$ cat src/rtl/mem_bus_arbiter.sv
// mem_bus_arbiter
//
// Shares one external memory bus between the instruction-cache refill port
// and the data-side port. A transaction is a single word or a 4-beat burst.
// The winning request is latched into the o_mem_* registers, and the grant
// is held until the final beat is acknowledged. Per-beat acks go straight
// back to the owner in the same cycle. Read data is broadcast to both sides.
//
// Configuration macro: ARB_ROUND_ROBIN_EN
//   defined   - on simultaneous requests, the side not granted last wins.
//   undefined - fixed priority, with the data side ahead of the instruction side.
//
// Ports:
//   i_clk, i_rst_n      clock, asynchronous active-low reset
//   i_ireq/i_iaddr/i_iburst4                     instruction request (read only)
//   o_iack/o_idata                               instruction per-beat ack, read data
//   i_dreq/i_daddr/i_dwe/i_dwdata/i_dburst4      data request
//   o_dack/o_ddata                               data per-beat ack, read data
//   o_mem_req/o_mem_addr/o_mem_we/o_mem_wdata/o_mem_burst4  latched memory request
//   i_mem_ack/i_mem_data                         memory per-beat ack, read data

module mem_bus_arbiter #(
  parameter int AW = 16,
  parameter int DW = 32
) (
  input  logic          i_clk,
  input  logic          i_rst_n,

  input  logic          i_ireq,
  input  logic [AW-1:0] i_iaddr,
  input  logic          i_iburst4,
  output logic          o_iack,
  output logic [DW-1:0] o_idata,

  input  logic          i_dreq,
  input  logic [AW-1:0] i_daddr,
  input  logic          i_dwe,
  input  logic [DW-1:0] i_dwdata,
  input  logic          i_dburst4,
  output logic          o_dack,
  output logic [DW-1:0] o_ddata,

  output logic          o_mem_req,
  output logic [AW-1:0] o_mem_addr,
  output logic          o_mem_we,
  output logic [DW-1:0] o_mem_wdata,
  output logic          o_mem_burst4,
  input  logic          i_mem_ack,
  input  logic [DW-1:0] i_mem_data
);

  localparam logic [1:0] ST_IDLE   = 2'd0;
  localparam logic [1:0] ST_BUSY_I = 2'd1;
  localparam logic [1:0] ST_BUSY_D = 2'd2;

  logic [1:0] state;
  logic [1:0] beat_cnt;
  logic       grant_d;
  logic       any_req;
  logic       final_beat;

  assign any_req = i_ireq | i_dreq;

`ifdef ARB_ROUND_ROBIN_EN
  // Set when the most recent grant went to the data side. Its reset value
  // means "data went last", so the instruction side wins the first tie.
  logic last_was_d;

  // When both sides request, the side that did not win last time gets the bus.
  assign grant_d = i_dreq & (~i_ireq | ~last_was_d);

  always_ff @(posedge i_clk or negedge i_rst_n) begin
    if (!i_rst_n) begin
      last_was_d <= 1'b1;
    end else if (state == ST_IDLE && any_req) begin
      last_was_d <= grant_d;
    end
  end
`else
  assign grant_d = i_dreq;
`endif

  // A single transfer ends on its first ack. A burst ends on the ack that
  // arrives while the counter already reads 3.
  assign final_beat = i_mem_ack & (~o_mem_burst4 | (beat_cnt == 2'd3));

  always_ff @(posedge i_clk or negedge i_rst_n) begin
    if (!i_rst_n) begin
      state        <= ST_IDLE;
      beat_cnt     <= 2'd0;
      o_mem_req    <= 1'b0;
      o_mem_addr   <= '0;
      o_mem_we     <= 1'b0;
      o_mem_wdata  <= '0;
      o_mem_burst4 <= 1'b0;
    end else begin
      case (state)
        ST_IDLE: begin
          // Acks that arrive while idle are dropped here.
          if (any_req) begin
            state        <= grant_d ? ST_BUSY_D : ST_BUSY_I;
            beat_cnt     <= 2'd0;
            o_mem_req    <= 1'b1;
            o_mem_addr   <= grant_d ? i_daddr : i_iaddr;
            o_mem_we     <= grant_d & i_dwe;
            o_mem_wdata  <= grant_d ? i_dwdata : '0;
            o_mem_burst4 <= grant_d ? i_dburst4 : i_iburst4;
          end
        end
        ST_BUSY_I, ST_BUSY_D: begin
          // Requesters dropping req mid-transaction are ignored. The
          // transfer always runs to its final beat.
          if (i_mem_ack) begin
            beat_cnt <= beat_cnt + 2'd1;
          end
          if (final_beat) begin
            state     <= ST_IDLE;
            o_mem_req <= 1'b0;
          end
        end
        default: begin
          state     <= ST_IDLE;
          o_mem_req <= 1'b0;
        end
      endcase
    end
  end

  assign o_iack  = i_mem_ack & (state == ST_BUSY_I);
  assign o_dack  = i_mem_ack & (state == ST_BUSY_D);
  assign o_idata = i_mem_data;
  assign o_ddata = i_mem_data;

endmodule

$ cat config.mk
export PLATFORM = sky130hd
export DESIGN_NAME = mem_bus_arbiter
export DESIGN_NICKNAME = d
export VERILOG_FILES = /design/src/rtl/mem_bus_arbiter.sv
export SDC_FILE = /design/constraint.sdc
export NUM_CORES = 1
export LEC_CHECK = 0
export ABC_AREA = 1
export CORE_UTILIZATION = 31
export DETAILED_ROUTE_END_ITERATION = 7
export PLACE_DENSITY = 0.77
export SKIP_LAST_GASP = 1
export SLEW_MARGIN = 20
export SYNTH_ARGS = -nofsm -noshare
export SYNTH_HDL_FRONTEND = slang
export SYNTH_SLANG_ARGS = --single-unit
$ cat constraint.sdc
create_clock -name i_clk -period 1.6 [get_ports i_clk]
set_clock_uncertainty 0.15 [all_clocks]
set_input_delay 0.32 -clock i_clk [delete_from_list [all_inputs] [get_ports i_clk]]
set_output_delay 0.32 -clock i_clk [all_outputs]
set_load 0.02 [all_outputs]
==> flow_metrics.py <==
metrics = {
    "run_status": {
        "status": "finished, violations left",
        "violations": "setup timing",
    },
    "final_layout": {
        "seq_area_sq_um": 1380,
        "synthToLayoutAreaGrowth_pct": 51.2,
        "insertedDiodeCount": 0,
        "multi_input_area_sq_um": 1110,
        "final_nets": 566,
        "fill_cells": 898,
        "drive_gt1_share_pct": 24.2,
        "final_core_util_pct": 49.0,
        "stdcell_count": 588,
        "stdcell_area_sq_um": 4570,
    },
    "critical_path": {
        "cp-end-kind": "output port",
        "arrival_ps": 1170,
        "cp_slowest_cell": "dfrtp_1",
        "critPathRequiredTime_ps": 1130,
        "r2r-start": "state[0]",
        "critPathMaxStageDelay_ps": 400,
        "path_cells": "buf_6 -> ha_4 -> nand2_2 -> inv_2 -> buf_6",
        "crit_top_cell": "buf_6",
        "path_delay_family": "flip-flops",
        "r2r_cells": 9,
        "cp.buffers_inverters": 3,
        "cp_max_fo": 2,
        "crit_type": "reg -> out",
        "r2r_slack_ps": -40,
        "cp-start-kind": "flip-flop",
        "r2r-end": "o_mem_addr[7]",
    },
    "floorplan": {
        "initial_utilization_pct": 32.4,
        "fp.dieW_microns": 101,
        "num_rows": 35,
        "coreArea_sq_um": 9330,
        "ios": 221,
        "die_y_microns": 101,
        "die-area_sq_um": 10100,
    },
    "yosys": {
        "syn_nets": 482,
        "synth_compound_area_share_pct": 9.82,
        "synth_area_leader_cell": "dfrtp_1",
        "yosys_warnings": 0,
        "syn_area_sq_um": 3020,
        "synthSimpleGateAreaFrac_pct": 16.3,
        "synth_edf_count": 0,
        "synth_top_area_share_pct": 45.6,
        "synth.area.top_cells": "dfrtp_1 (46%), buf_4 (17%), nand2_1 (14%), inv_1 (7.3%), o21ai_0 (5.6%)",
        "post-synth-top-count-cell": "nand2_1",
        "syn-instance-count": 374,
        "synth_seq_cells": 55,
        "synthMuxAreaShare_pct": 0,
        "synth.cells.most_frequent": "nand2_1 (115), buf_4 (67), inv_1 (59)",
        "async_flop_share_pct": 100,
        "synth.distinct_cells": 17,
        "ys_seq_area_share_pct": 45.6,
        "synthAdderAreaFrac_pct": 1.66,
        "post_synth.cell_area_avg_sq_um": 8.08,
        "synth_xor_area_share_pct": 0,
        "ys.flop_type": "dfrtp_1",
        "synth_top_family_by_area": "buffers and inverters",
    },
    "routing": {
        "drc_errors": 0,
        "postRouteAntennaNets": 0,
        "dr.pass1.iters": 4,
        "routed_wl_mm": 7.66,
        "vias_per_cell": 4.33,
        "detail_route.wl_per_cell_microns": 13.0,
        "num_vias": 2546,
        "drtIter0Drc": 49,
    },
    "worst_hold_path": {
        "holdPathStages": 2,
        "hp-class": "reg -> reg",
        "worstHoldEndpoint": "o_mem_req",
        "hold_start": "o_mem_req",
    },
    "clock_network": {
        "clk_pin_slew_worst_paths_ps": 100,
        "clock_path_buffers": 2,
        "cts_tree": "yes",
        "h-tree-depth": 2,
        "cts_buffers": 5,
        "cts-root-buf": "clkbuf_8",
        "clock_latency_ps": 300,
        "cts_sinks": 55,
    },
    "power": {
        "power.density_nw_per_um2": 1850,
        "power_frac_clock_pct": 11.3,
        "seq_power_share_pct": 28.5,
        "pwr-share-comb_pct": 60.2,
        "p_sw_mw": 3.61,
        "switching_share_pct": 42.7,
        "peakVddDrop_mv": 0.841,
        "p_leak_nw": 2.34,
        "internal-power_mw": 4.85,
    },
    "sta": {
        "fin_crit_ps": 1640,
        "setup_viol": 26,
        "timing.fmax_ghz": 0.610,
        "worst_pin_slew_ps": 369,
        "setup_slack_ps": -39.5,
        "slew_headroom_pct": 75.4,
        "finalCritPeriodShare_pct": 102,
        "hold_violations": 0,
        "rsz0062_at_grt": "yes",
        "final_max_slew_viol_count": 0,
        "setup_tns_ps": -418,
    },
    "global_routing": {
        "grt_max_degree": 30,
        "grt_pass1_wl_mm": 11.2,
        "grtUsageTotal_pct": 14.1,
        "grt-ovfl-total": 0,
        "grt_pass1_vias": 2472,
        "antenna_found_initial": 0,
    },
    "place": {
        "io_buffer_count": 124,
        "place_congestion": 0.743,
        "dp_slack_ps": -405,
        "numPlacedInstances": 567,
        "dp_hpwl_mm": 5.24,
        "dpl_cell_area_sq_um": 4020,
    },
    "flow_run": {
        "drv_cap": 0,
    },
}
==> kinds of logic (layout without fill, tap and decap cells) <==
group                    after synthesis  count (layout)
flip-flops                            55              55
AO/OA/AOI/OAI                         51              51
buffers and inverters                138             223
AND/OR/NAND/NOR                      126             126
adder cells (fa/ha/maj)                4               4
==> flip-flops by register name (all words and copies together) (netlist names) <==
register and count:
beat_cnt 2, state 2, o_mem_addr 16, o_mem_wdata 32
o_mem_we 1, o_mem_req 1, o_mem_burst4 1
==> cell usage in the layout, fill, tap and decap left out, types with 3 or more instances in the layout <==
cell	n
nand2_1	97
clkdlybuf4s50_1	70
inv_1	56
dfrtp_1	55
dlygate4sd2_1	51
o21ai_2	40
buf_4	14
nand2_4	11
nand2_2	7
buf_6	7
clkbuf_8	6
o21ai_1	5
nand4_1	5
o21ai_0	5
clkbuf_16	4
inv_2	3
nand3_2	3
buf_12	3
==> area by class of cell <==
type | count | share of cell area [%]
timing repair buffer | 154 | 34.2
multi-input combinational | 181 | 24.4
clock buffer | 6 | 1.81
sequential | 55 | 30.1
clock inverter | 2 | 0.767
tap | 129 | 3.53
inverter | 61 | 5.12
==> per-layer routing <==
| layer | global-route usage [%] | vias up | wire (microns) |
|---|---|---|---|
| met2 | 25.7 | 92 | 3920 |
| met1 | 15.0 | 1202 | 3040 |
| met5 | 0 | - | 0 |
| met3 | 4.51 | 22 | 563 |
| li1 | - | 1230 | - |
| met4 | 5.57 | 0 | 136 |
==> worst max path at each step <==
stage	slack, ps	to	from	cells past startpoint
floorplan	90	o_mem_wdata[0]	state[0]	7
global placement	-380	o_dack	i_mem_ack	4
detailed placement	-410	o_iack	i_mem_ack	4
CTS	-180	o_iack	state[1]	5
global route	-100	o_mem_addr[8]	state[0]	9
finish	-40	o_dack	state[1]	5
==> metrics by stage <==
stage,hold slack (ps),power (mW)
after CTS,353,7.59
after global placement,202,6.54
after floorplan,-126,4.84
after global routing,388,9.04
after detailed placement,212,6.65
final,339,8.46
==> worst register-to-register path: cells and delay by family, from the launching register on <==
| kind | cells | cell delay [ps] |
|---|---|---|
| flops | 1 | 420 |
| buf+inv | 5 | 570 |
| compound gates | 2 | 210 |
| simple gates | 1 | 70 |
| fa+ha+maj | 1 | 150 |
==> power by group through the flow <==
stage | sequential [mW] | clock, mW | combinational [mW]
after floorplan | 3.20 | 0 | 1.64
after global placement | 2.44 | 0 | 4.10
after detailed placement | 2.45 | 0 | 4.20
after CTS | 2.42 | 1.00 | 4.17
after global routing | 2.50 | 1.06 | 5.48
final | 2.41 | 0.959 | 5.09
==> timing repair <==
action	4_1_cts	5_1_grt
setup endpoints to repair	108	57
resized for setup	65	111
gates cloned	2	5
pin swaps	1	1
hold buffers	1	0
endpoints found under the hold margin	55	0
setup buffers	6	0
Power figures use the tool's default switching activity.
